$ cat src/rtl/muldiv_unit.sv
// muldiv_unit: iterative signed/unsigned multiply/divide with architectural HI/LO registers
module muldiv_unit #(
  parameter int WIDTH = 32,
  localparam int CNTW = $clog2(WIDTH + 1)
) (
  input  logic             clk,
  input  logic             reset,
  input  logic             start,
  input  logic [2:0]       op,
  input  logic [WIDTH-1:0] srca,
  input  logic [WIDTH-1:0] srcb,
  output logic             busy,
  output logic             done,
  output logic             divzero,
  output logic [WIDTH-1:0] hi,
  output logic [WIDTH-1:0] lo
);
  typedef enum logic [1:0] {IDLE, RUN, FIX} state_t;
  state_t             state;
  logic [CNTW-1:0]    cnt;
  logic [2*WIDTH-1:0] acc;
  logic [WIDTH-1:0]   mcand;
  logic [WIDTH:0]     rem;
  logic               is_div, neg_q, neg_r;
  logic               sa, sb;
  logic [WIDTH-1:0]   mag_a, mag_b, quo, rmd;
  logic [WIDTH:0]     sum;
  logic [WIDTH+1:0]   shl, diff;
  logic [2*WIDTH-1:0] prod;
  // Operand magnitudes, one shift-add / restoring step, and final sign correction
  always_comb begin
    sa    = op[0] & srca[WIDTH-1];
    sb    = op[0] & srcb[WIDTH-1];
    mag_a = sa ? -srca : srca;
    mag_b = sb ? -srcb : srcb;
    sum   = {1'b0, acc[2*WIDTH-1:WIDTH]} + {1'b0, acc[0] ? mcand : {WIDTH{1'b0}}};
    shl   = {rem, acc[WIDTH-1]};
    diff  = shl - {2'b00, mcand};
    prod  = neg_q ? -acc : acc;
    quo   = ~|mcand ? {WIDTH{1'b1}} : neg_q ? -acc[WIDTH-1:0] : acc[WIDTH-1:0];
    rmd   = neg_r ? -rem[WIDTH-1:0] : rem[WIDTH-1:0];
  end
  // Control FSM: accept, iterate WIDTH steps, then fix signs and write HI/LO
  always_ff @(posedge clk or negedge reset) begin
    if (!reset) begin
      state   <= IDLE;
      cnt     <= '0;
      acc     <= '0;
      mcand   <= '0;
      rem     <= '0;
      is_div  <= 1'b0;
      neg_q   <= 1'b0;
      neg_r   <= 1'b0;
      busy    <= 1'b0;
      done    <= 1'b0;
      divzero <= 1'b0;
      hi      <= '0;
      lo      <= '0;
    end else begin
      done <= 1'b0;
      case (state)
        IDLE: begin
          if (start && !op[2]) begin
            state   <= RUN;
            busy    <= 1'b1;
            cnt     <= '0;
            divzero <= 1'b0;
            is_div  <= op[1];
            neg_q   <= sa ^ sb;
            neg_r   <= sa;
            rem     <= '0;
            mcand   <= op[1] ? mag_b : mag_a;
            acc     <= {{WIDTH{1'b0}}, op[1] ? mag_a : mag_b};
          end else if (start && op[2:1] == 2'b10) begin
            if (op[0]) lo <= srca;
            else hi <= srca;
          end
        end
        RUN: begin
          if (is_div) begin
            rem            <= diff[WIDTH+1] ? shl[WIDTH:0] : diff[WIDTH:0];
            acc[WIDTH-1:0] <= {acc[WIDTH-2:0], ~diff[WIDTH+1]};
          end else begin
            acc <= {sum, acc[WIDTH-1:1]};
          end
          cnt <= cnt + 1'b1;
          if (cnt == CNTW'(WIDTH - 1)) state <= FIX;
        end
        FIX: begin
          state    <= IDLE;
          busy     <= 1'b0;
          done     <= 1'b1;
          divzero  <= is_div & ~|mcand;
          {hi, lo} <= is_div ? {rmd, quo} : prod;
        end
        default: state <= IDLE;
      endcase
    end
  end
endmodule

$ cat config.mk
export PLATFORM = sky130hd
export DESIGN_NAME = muldiv_unit
export DESIGN_NICKNAME = d
export VERILOG_FILES = /design/src/rtl/muldiv_unit.sv
export SDC_FILE = /design/constraint.sdc
export NUM_CORES = 1
export LEC_CHECK = 0
export BUFFER_PORTS_ARGS = -buffer_cell sky130_fd_sc_hd__buf_2
export CORE_MARGIN = 4
export CORE_UTILIZATION = 29
export DETAILED_ROUTE_END_ITERATION = 6
export PLACE_DENSITY = 0.5
export SLEW_MARGIN = 25
export SYNTH_ARGS = -nofsm -noshare
export SYNTH_HDL_FRONTEND = slang
export SYNTH_SLANG_ARGS = --single-unit
$ cat constraint.sdc
create_clock -name clk -period 4.2 [get_ports clk]
set_input_delay 0 -clock clk [delete_from_list [all_inputs] [get_ports clk]]
set_output_delay 0 -clock clk [all_outputs]
set_load 0.01 [all_outputs]
## Yosys cells after proc, flatten, opt, wreduce, memory -nomap -nowiden

Cells that the tools add are included.

- Word-level logic and storage cells: 91
- Output and inout port bits: 67
- Bits in registers: 207

- Add/subtract/negate cells: 8
- Reduce and logical (&&, ||, !) cells: 16
- Bitwise logic cells: 5
- Mux-type cells: 36
- Equal/unequal tests: 12

Operators with widths:

| operator | number |
|---|---|
| two-way mux 32 bit | 16 |
| two-way mux 64 bit | 3 |
| negation 32 bit | 4 |
| case mux 32 bit (2 select lines) | 2 |
| case mux 64 bit (2 select lines) | 1 |
| two-way mux 33 bit | 3 |
| case mux 33 bit (2 select lines) | 1 |
| negation 64 bit | 1 |
| subtractor 34 x 32 -> 34 bit | 1 |
| adder 32 x 32 -> 33 bit | 1 |
| OR reduction 32 bit | 1 |
| != test 2 bit, second input constant | 8 |
| case mux 6 bit (2 select lines) | 1 |
| AND reduction 2 bit | 4 |
| AND reduction 4 bit | 2 |
| adder 6 x 1 -> 6 bit, second input constant | 1 |
| == test 6 x 5 -> 1 bit, second input constant | 1 |
| two-way mux 6 bit | 1 |
| AND reduction 3 bit | 2 |
| == test 2 bit, second input constant | 2 |
| two-way mux 2 bit | 2 |
| case mux 1 bit (2 select lines) | 2 |
| case mux 2 bit (2 select lines) | 1 |
| nonzero test 2 bit | 2 |
| 8 further kinds | 14 |

## Depth between registers and ports, before layout

Gate-level depths: netlist (run 1).

- Word-level depth: 5
- Depth in mapped cells: 14
- Mapped depth without buffers: 13

## Worst setup path after synthesis (run 1)

No wires, ideal clock.

- Path kind: flip-flop to flip-flop
- Start: reg acc[42]
- End: reg hi[29]
- Setup time: 0.111 ns
- Arrival: 3.090 ns
- Cell stages (with the launch flop): 9
- Path slack: 0.999 ns
- Path buffers: 0
- Path through: dfrtp_1 or4_4 or3_4 or4_4 or3_4 or3_4 o41ai_4 xor2_1 a222oi_1

- Word-level cells in the longest chain between the ends: 4

Ends and longest elaborated chain:

| item | RTL line | text |
|---|---|---|
| from (decl) | 21 | `logic [2*WIDTH-1:0] acc;` |
| from (signal assigned) | 73 | `acc <= {{WIDTH{1'b0}}, op[1] ? mag_a : mag_b};` |
| from (signal, indexed assignment) | 82 | `acc[WIDTH-1:0] <= {acc[WIDTH-2:0], ~diff[WIDTH+1]};` |
| from (signal assigned) | 84 | `acc <= {sum, acc[WIDTH-1:1]};` |
| negation 64 bit | 39 | `prod = neg_q ? -acc : acc;` |
| two-way mux 64 bit | 39 |  |
| two-way mux 64 bit | 94 | `{hi, lo} <= is_div ? {rmd, quo} : prod;` |
| case mux 32 bit (2 select lines) | 61 | `case (state)` |
| to (signal assigned) | 76 | `else hi <= srca;` |
| to (signal assigned) | 94 |  |
| to (decl) | 15 | `output logic [WIDTH-1:0] hi,` |

No other way between the ends.
A chain may end at the register's enable or synchronous reset.

## Final worst setup path (run 1)

- Start: reg acc[0]
- End: reg hi[26]

The elaborated chain is that of the path after synthesis.

==> out/summary.txt, run 1 <==
==================================================================================
Wire length per cell                                                       22.8 µm
Fraction of final layout cells sized beyond drive strength 1                 12.0%
Tightest slew margin relative to the limit                                   37.6%
Portion of the post-synthesis area used by sequential elements               31.2%
Clock latency at the later pin of the worst-skew pair                      0.57 ns
Clock period minus worst slack                                             3.65 ns
WP data required                                                           4.62 ns
Placed instance count                                                         2867
Hold WC Path Type                                                     input pin to flip-flop
Largest net degree at the start of global routing                              103
Most frequent cells after synthesis                                   sky130_fd_sc_hd__nand2_1, sky130_fd_sc_hd__o21ai_0, sky130_fd_sc_hd__dfrtp_1
Pins Over Slew Limit                                                             0
Horizontal extent of the die                                                247 µm
Number of instances resized during post-cts repair                               0
Number of synthesized flops with an enable pin                                   0
Drt drc                                                                          0
Total iterations of the first detailed-routing run                               6
Clock tree from TritonCTS                                                     done
Non-filler cells in the finished layout                                       2971
Full die area                                                            61200 µm²
Unrepaired setup endpoints after global routing                                 no
Root Buffer Master                                                    sky130_fd_sc_hd__clkbuf_16
Library cells used by synthesis                                                 75
Endpoint of the most critical register-to-register path                     hi[26]
Min-Delay Startpoint                                                      srcb[27]
Outcome                                                               finished, final reports clean
Max-cap check violation count                                                    0
Syn Area/Cell                                                             8.01 µm²
FF+latch count, synth                                                          207
Global-route wire length before repair                                   100000 µm
Biggest fanout along the worst timing path                                       9
Worst Hold Endpoint                                                        acc[27]
Routability Congestion                                                       0.958
Register Area                                                             5180 µm²
Min Hold Slack                                                           0.0195 ns
Top_reg_cell synth                                                    sky130_fd_sc_hd__dfrtp_1
Critical Path Source Type                                                flip-flop
Transition at the pin with the smallest max-transition slack              0.936 ns
Final core utilization                                                       34.5%
Number of warnings printed during yosys synthesis                                0
Clock Pin Slew Worst Setup and Hold Paths                                  0.06 ns
Overflow left after global routing                                               0
Layout fillers                                                                5952
Violation count after the first detailed-routing iteration                    1404
Worst Skew                                                               0.0267 ns
Total clock sinks                                                              207
Yosys top cell area share                                                    31.2%
Multi-input gate area                                                    10700 µm²
Post-route fraction of the period consumed by the critical path              86.9%
Worst Reg2Reg Path Length in Cells                                              10
Area growth from synthesis to final layout                                   17.7%
Die Y                                                                       247 µm
Net count after synthesis                                                     2216
All-Layer GR Usage                                                           21.3%
Power per cell area                                                     746 nW/µm²
Antenna violations before repair                                                 3
Most area-consuming cells after synthesis                             sky130_fd_sc_hd__dfrtp_1, sky130_fd_sc_hd__o21ai_0, sky130_fd_sc_hd__xor2_1
Number of buffers inserted during clock tree synthesis                          26
Row count                                                                       87
Ports                                                                          137
Nets@finish                                                                   2335
CTS max path bufs                                                                3
Final Routed Wirelength                                                   67700 µm
CTS H-Tree Depth                                                                 1
Critical register-to-register path startpoint                               acc[0]
Number of I/O port buffers                                                     136
Core Box Area                                                            56600 µm²
Worst hold path stage count                                                      4
Number of cells produced by synthesis                                         2075
Leakage power of the design                                                8.14 nW
Area of the mapped netlist                                               16600 µm²
Placed wire-length estimate after detailed placement                      51800 µm
Most used standard cell by instance count after synthesis             sky130_fd_sc_hd__nand2_1
DR vias/cell                                                                  5.54
Type of the setup path with the least slack                           flip-flop to flip-flop
Share of synthesized registers carrying an async set or reset                 100%
Setup Viol. Count Final                                                          0
Register-to-register setup slack                                           0.55 ns
CP Data Arrival Time                                                       4.07 ns
Final number of hold-violating endpoints                                         0
Post-Route Setup TNS                                                          0 ns
CP endpoint kind                                                         flip-flop
Max Clock Freq                                                             274 MHz
DR vias                                                                      16500
Vias in the first global route                                               15600
Remaining number of nets flagged by the antenna check after routing              0
Leading area contributor after synthesis                              sky130_fd_sc_hd__dfrtp_1
Worst vdd rail ir drop                                                    0.422 mV
Starting utilization of the core area                                        29.4%
Total design power                                                         14.6 mW
==================================================================================
## sequential cells by signal (all words and copies together), names as in the netlist
register / flops
hi: 32
busy: 1
state: 2
neg_r: 1
divzero: 1
rem: 33
done: 1
is_div: 1
acc: 64
cnt: 6
mcand: 32
lo: 32
neg_q: 1
## cell type report
cell class / count / share of cell area [%]
multi-input combinational: 1678 / 54.9
sequential: 207 / 26.5
timing repair buffer: 224 / 7.73
tap: 756 / 4.84
clock buffer: 36 / 3.88
inverter: 57 / 1.09
clock inverter: 12 / 1.03
antenna: 1 / 0.0128
## metrics by stage
| stage | worst slack (ns) | instance area (µm²) |
|---|---|---|
| after global placement | 0.712 | 18000 |
| after CTS | 0.615 | 19500 |
| after global routing | 0.331 | 19600 |
| after floorplan | 0.999 | 16600 |
| final | 0.550 | 19600 |
| after detailed placement | 0.662 | 18000 |
## worst max path at each step
stage,start,endpoint,slack (ns),depth (start not counted)
6_report,acc[0],hi[26],0.55,10
5_1_grt,mcand[18],rem[5],0.33,11
4_1_cts,mcand[1],rem[5],0.61,11
3_5_place_dp,mcand[1],rem[5],0.66,11
3_3_place_gp,mcand[1],rem[5],0.71,11
2_1_floorplan,acc[42],hi[29],1.0,8
## layer usage
metal	part of all wire, %	GRT usage [%]	vias up
met4	3.7	6.67	0
li1	-	-	7761
met2	47	35.8	564
met5	0	0	-
met1	43	28.1	8045
met3	6.3	3.41	98
## critical path, cell delays in order, from the launching register on
cell                        delay [ns]
sky130_fd_sc_hd__dfrtp_1          0.44
sky130_fd_sc_hd__inv_1            0.32
sky130_fd_sc_hd__ha_1             0.25
sky130_fd_sc_hd__nand2b_1         0.10
sky130_fd_sc_hd__nor4_1           0.46
sky130_fd_sc_hd__nand4_1          0.31
sky130_fd_sc_hd__or4_1            0.64
sky130_fd_sc_hd__nor3_2           0.33
sky130_fd_sc_hd__nand2_1          0.11
sky130_fd_sc_hd__a2111oi_0        0.43
sky130_fd_sc_hd__nor3b_1          0.09
## placed cells by master (no fill, tap or decap), drive strengths merged, types with 5 or more instances in the layout
master       count
mux2i           72
nand4           17
o41ai           22
nor4            28
nand3           35
o31ai           44
o21bai           6
nand2          236
nor2           181
a222oi           9
a21o            19
a31oi           20
inv             56
or3             15
buf            170
and2            12
bufinv           5
mux2            10
xnor2           82
dfrtp          207
o21ai          221
nor2b           11
or2              5
o211ai          27
o21a            13
dlygate4sd3     54
nor3            41
nand2b          16
and3            13
o22ai           10
xor2           120
a211oi          37
o221ai           7
a32oi            7
ha              69
or4             20
clkinv           6
a21oi          196
clkbuf          36
## logic make-up after synthesis
kind of cell | Yosys count | share of synthesized area (%)
flip-flops | 207 | 31.2
multiplexers | 82 | 5.01
adder cells (fa/ha/maj) | 71 | 5.44
buffers and inverters | 190 | 4.43
AND/OR/NAND/NOR | 642 | 18.1
AO/OA/AOI/OAI | 681 | 25.2
XOR/XNOR | 202 | 10.6
## timing repair
item | in CTS | in global routing
hold buffers | 54 | 0
endpoints found under the hold margin | 174 | 0
endpoints found under the setup margin | 0 | 0
setup buffers | 0 | 0
## power breakdown
part           total (mW)  internal [mW]  leakage (nW)  switching, mW
Sequential           4.20           2.83          2.50           1.37
Combinational        7.82           3.21          5.17           4.61
Clock                2.55           1.57         0.468          0.986
Total                14.6           7.61          8.14           6.97
No activity file was read; power rests on OpenSTA's default activity.
==> run 2, diff against run 1 <==
--- a/config.mk
+++ b/config.mk
@@ -5,12 +5,14 @@
 export SDC_FILE = /design/constraint.sdc
 export NUM_CORES = 1
 export LEC_CHECK = 0
-export BUFFER_PORTS_ARGS = -buffer_cell sky130_fd_sc_hd__buf_2
+export BUFFER_PORTS_ARGS = -buffer_cell sky130_fd_sc_hd__buf_4
 export CORE_MARGIN = 4
 export CORE_UTILIZATION = 29
 export DETAILED_ROUTE_END_ITERATION = 6
+export GPL_TIMING_DRIVEN = 1
 export PLACE_DENSITY = 0.5
 export SLEW_MARGIN = 25
 export SYNTH_ARGS = -nofsm -noshare
 export SYNTH_HDL_FRONTEND = slang
 export SYNTH_SLANG_ARGS = --single-unit
+export TNS_END_PERCENT = 1
==> out/summary.txt, run 2 (synthesis results as in run 1) <==
==================================================================================
Slack of the critical path                                                0.450 ns   -0.100 ns
Worst slack at placement                                                  0.362 ns   -0.300 ns
Hold WC Path Type                                                     input pin to flip-flop
Min Hold Slack                                                           0.0584 ns   +0.0390 ns
Total iterations of the first detailed-routing run                               5   -1
Horizontal extent of the die                                                247 µm   unchanged
Max Clock Freq                                                             267 MHz   -2.7%
Total design power                                                         14.7 mW   +0.52%
Tightest slew margin relative to the limit                                   19.3%   -18 points
Crit path largest cell delay                                               0.45 ns   -0.19 ns
Max-cap check violation count                                                    0   unchanged
DR vias/cell                                                                  5.57   +0.48%
Setup Viol. Count Final                                                          0   unchanged
Antenna violations before repair                                                 4   +1
Global-route wire length before repair                                   103000 µm   +3.4%
Full die area                                                            61200 µm²   unchanged
Nets@finish                                                                   2353   +0.77%
Clock latency at the later pin of the worst-skew pair                      0.57 ns   about the same
Register-to-register setup slack                                           0.45 ns   -0.10 ns
Unrepaired setup endpoints after global routing                                 no
Worst vdd rail ir drop                                                    0.426 mV   +1.0%
Number of buffers inserted during clock tree synthesis                          27   +3.8%
Number of I/O port buffers                                                     136   unchanged
CTS H-Tree Depth                                                                 1   unchanged
Wire length per cell                                                       23.3 µm   +2.3%
Starting utilization of the core area                                        29.4%   unchanged
Worst Reg2Reg Path Length in Cells                                              12   +2
Fraction of final layout cells sized beyond drive strength 1                 12.0%   +0.020 points
Worst Hold Endpoint                                                        acc[17]
Die Y                                                                       247 µm   unchanged
Critical register-to-register path startpoint                               acc[0]
Clock tree from TritonCTS                                                     done
Type of the setup path with the least slack                           flip-flop to flip-flop
Final Routed Wirelength                                                   69600 µm   +2.8%
Most common cell after layout, fill and taps aside                    sky130_fd_sc_hd__nand2_1
Critical Path Source Type                                                flip-flop
Ports                                                                          137   unchanged
Registers with the most flip-flops                                    acc (64), rem (33)
Min-Delay Startpoint                                                      srcb[14]
Worst hold path stage count                                                      5   +1
Layout fillers                                                                5946   -0.10%
Core Box Area                                                            56600 µm²   unchanged
Flip-flop count of the largest register, all copies and words added             64   unchanged
Routability Congestion                                                       0.936   -2.3%
WP data required                                                           4.64 ns   +0.02 ns
Placed instance count                                                         2874   +0.24%
Root Buffer Master                                                    sky130_fd_sc_hd__clkbuf_16
Post-route fraction of the period consumed by the critical path              89.3%   +2.4 points
Vias in the first global route                                               16300   +4.1%
CP endpoint kind                                                         flip-flop
Biggest fanout along the worst timing path                                      14   +5
Post-Route Setup TNS                                                          0 ns   unchanged
Most used cells in the layout excluding fill and tap cells            sky130_fd_sc_hd__nand2_1, sky130_fd_sc_hd__o21ai_0, sky130_fd_sc_hd__dfrtp_1
Drt drc                                                                          0   unchanged
Area growth from synthesis to final layout                                   20.1%
Number of instances resized during post-cts repair                               0   unchanged
Violation count after the first detailed-routing iteration                    1408   +0.28%
DR vias                                                                      16600   +1.0%
Chain of cells forming the critical path                              inv_1, buf_4, nor2_1, ha_1, o21ai_0, a211oi_1, a21oi_1, o31a_1, o211a_1, o21ai_0, a21oi_1, o311ai_0
Transition at the pin with the smallest max-transition slack               1.21 ns   +0.270 ns
Leakage power of the design                                                8.30 nW   +1.9%
Total clock sinks                                                              207   unchanged
Endpoint of the most critical register-to-register path                    acc[62]
Worst Skew                                                               0.0202 ns   -0.00653 ns
Final number of hold-violating endpoints                                         0   unchanged
Outcome                                                               finished, final reports clean
CP Data Arrival Time                                                       4.19 ns   +0.12 ns
Power per cell area                                                     734 nW/µm²   -1.5%
Largest net degree at the start of global routing                              115   +12%
Clock Pin Slew Worst Setup and Hold Paths                                  0.06 ns   about the same
Remaining number of nets flagged by the antenna check after routing              0   unchanged
Clock period minus worst slack                                             3.75 ns   +0.100 ns
CP max-delay cell                                                     sky130_fd_sc_hd__dfrtp_1
Overflow left after global routing                                               0   unchanged
Register containing the most flip-flops in the final layout                    acc
CTS max path bufs                                                                3   unchanged
Non-filler cells in the finished layout                                       2987   +0.54%
Row count                                                                       87   unchanged
Placed wire-length estimate after detailed placement                      53100 µm   +2.6%
Pins Over Slew Limit                                                             0   unchanged
All-Layer GR Usage                                                           22.1%   +0.77 points
==================================================================================
## run 2: layer usage
layer	global-route usage, %	wire length (µm)	up-vias
met1	28.8	29400	8200
met5	0	10	-
met3	3.61	4510	116
li1	-	-	7796
met4	7.12	2630	2
met2	37.4	33000	522
## run 2: critical path, delay by kind of cell (launching register included)
| kind | cells | cell delay, ns |
|---|---|---|
| DFF | 1 | 0.45 |
| and+or+nand+nor | 1 | 0.16 |
| AOI/OAI and AO/OA | 8 | 2.02 |
| buffers and inverters | 2 | 0.58 |
| adders and majority gates | 1 | 0.40 |
## run 2: final cells by class
class | instances | area (µm²) | area share [%]
diodes | 4 | 10.0 | 0.0501
clock buffers | 37 | 753 | 3.77
clock inverters | 7 | 88.8 | 0.445
inverters | 57 | 214 | 1.07
multi-input cells | 1678 | 10800 | 53.8
flip-flops and latches | 207 | 5180 | 26.0
well taps | 756 | 946 | 4.74
repair buffers | 241 | 2020 | 10.1
## run 2: how the worst max path moves through the flow
stage                     startpoint      end  cells past startpoint
final                         acc[0]  acc[62]                     12
after global routing          acc[0]   hi[16]                     12
after CTS                     rem[0]  rem[11]                     10
after detailed placement      rem[0]  rem[11]                     10
after global placement        rem[0]  rem[11]                     10
after floorplan              acc[42]   hi[29]                      8
## run 2: per-stage QoR
stage	cell area, µm²	utilization (%)
4_1_cts	19900	35.1
5_1_grt	20000	35.3
3_5_place_dp	18400	32.5
2_1_floorplan	16600	-
6_report	20000	35.3
3_3_place_gp	18400	32.5
## run 2: report_power, final
group	switching, mW	internal [mW]	total (mW)
logic	4.80	3.42	8.23
registers	1.28	2.83	4.11
clock network	0.961	1.36	2.32
## run 2: what timing repair did
action	in CTS	in global routing
hold buffers	62	1
setup buffers	0	0
hold endpoints to repair	202	35
endpoints found under the setup margin	0	0
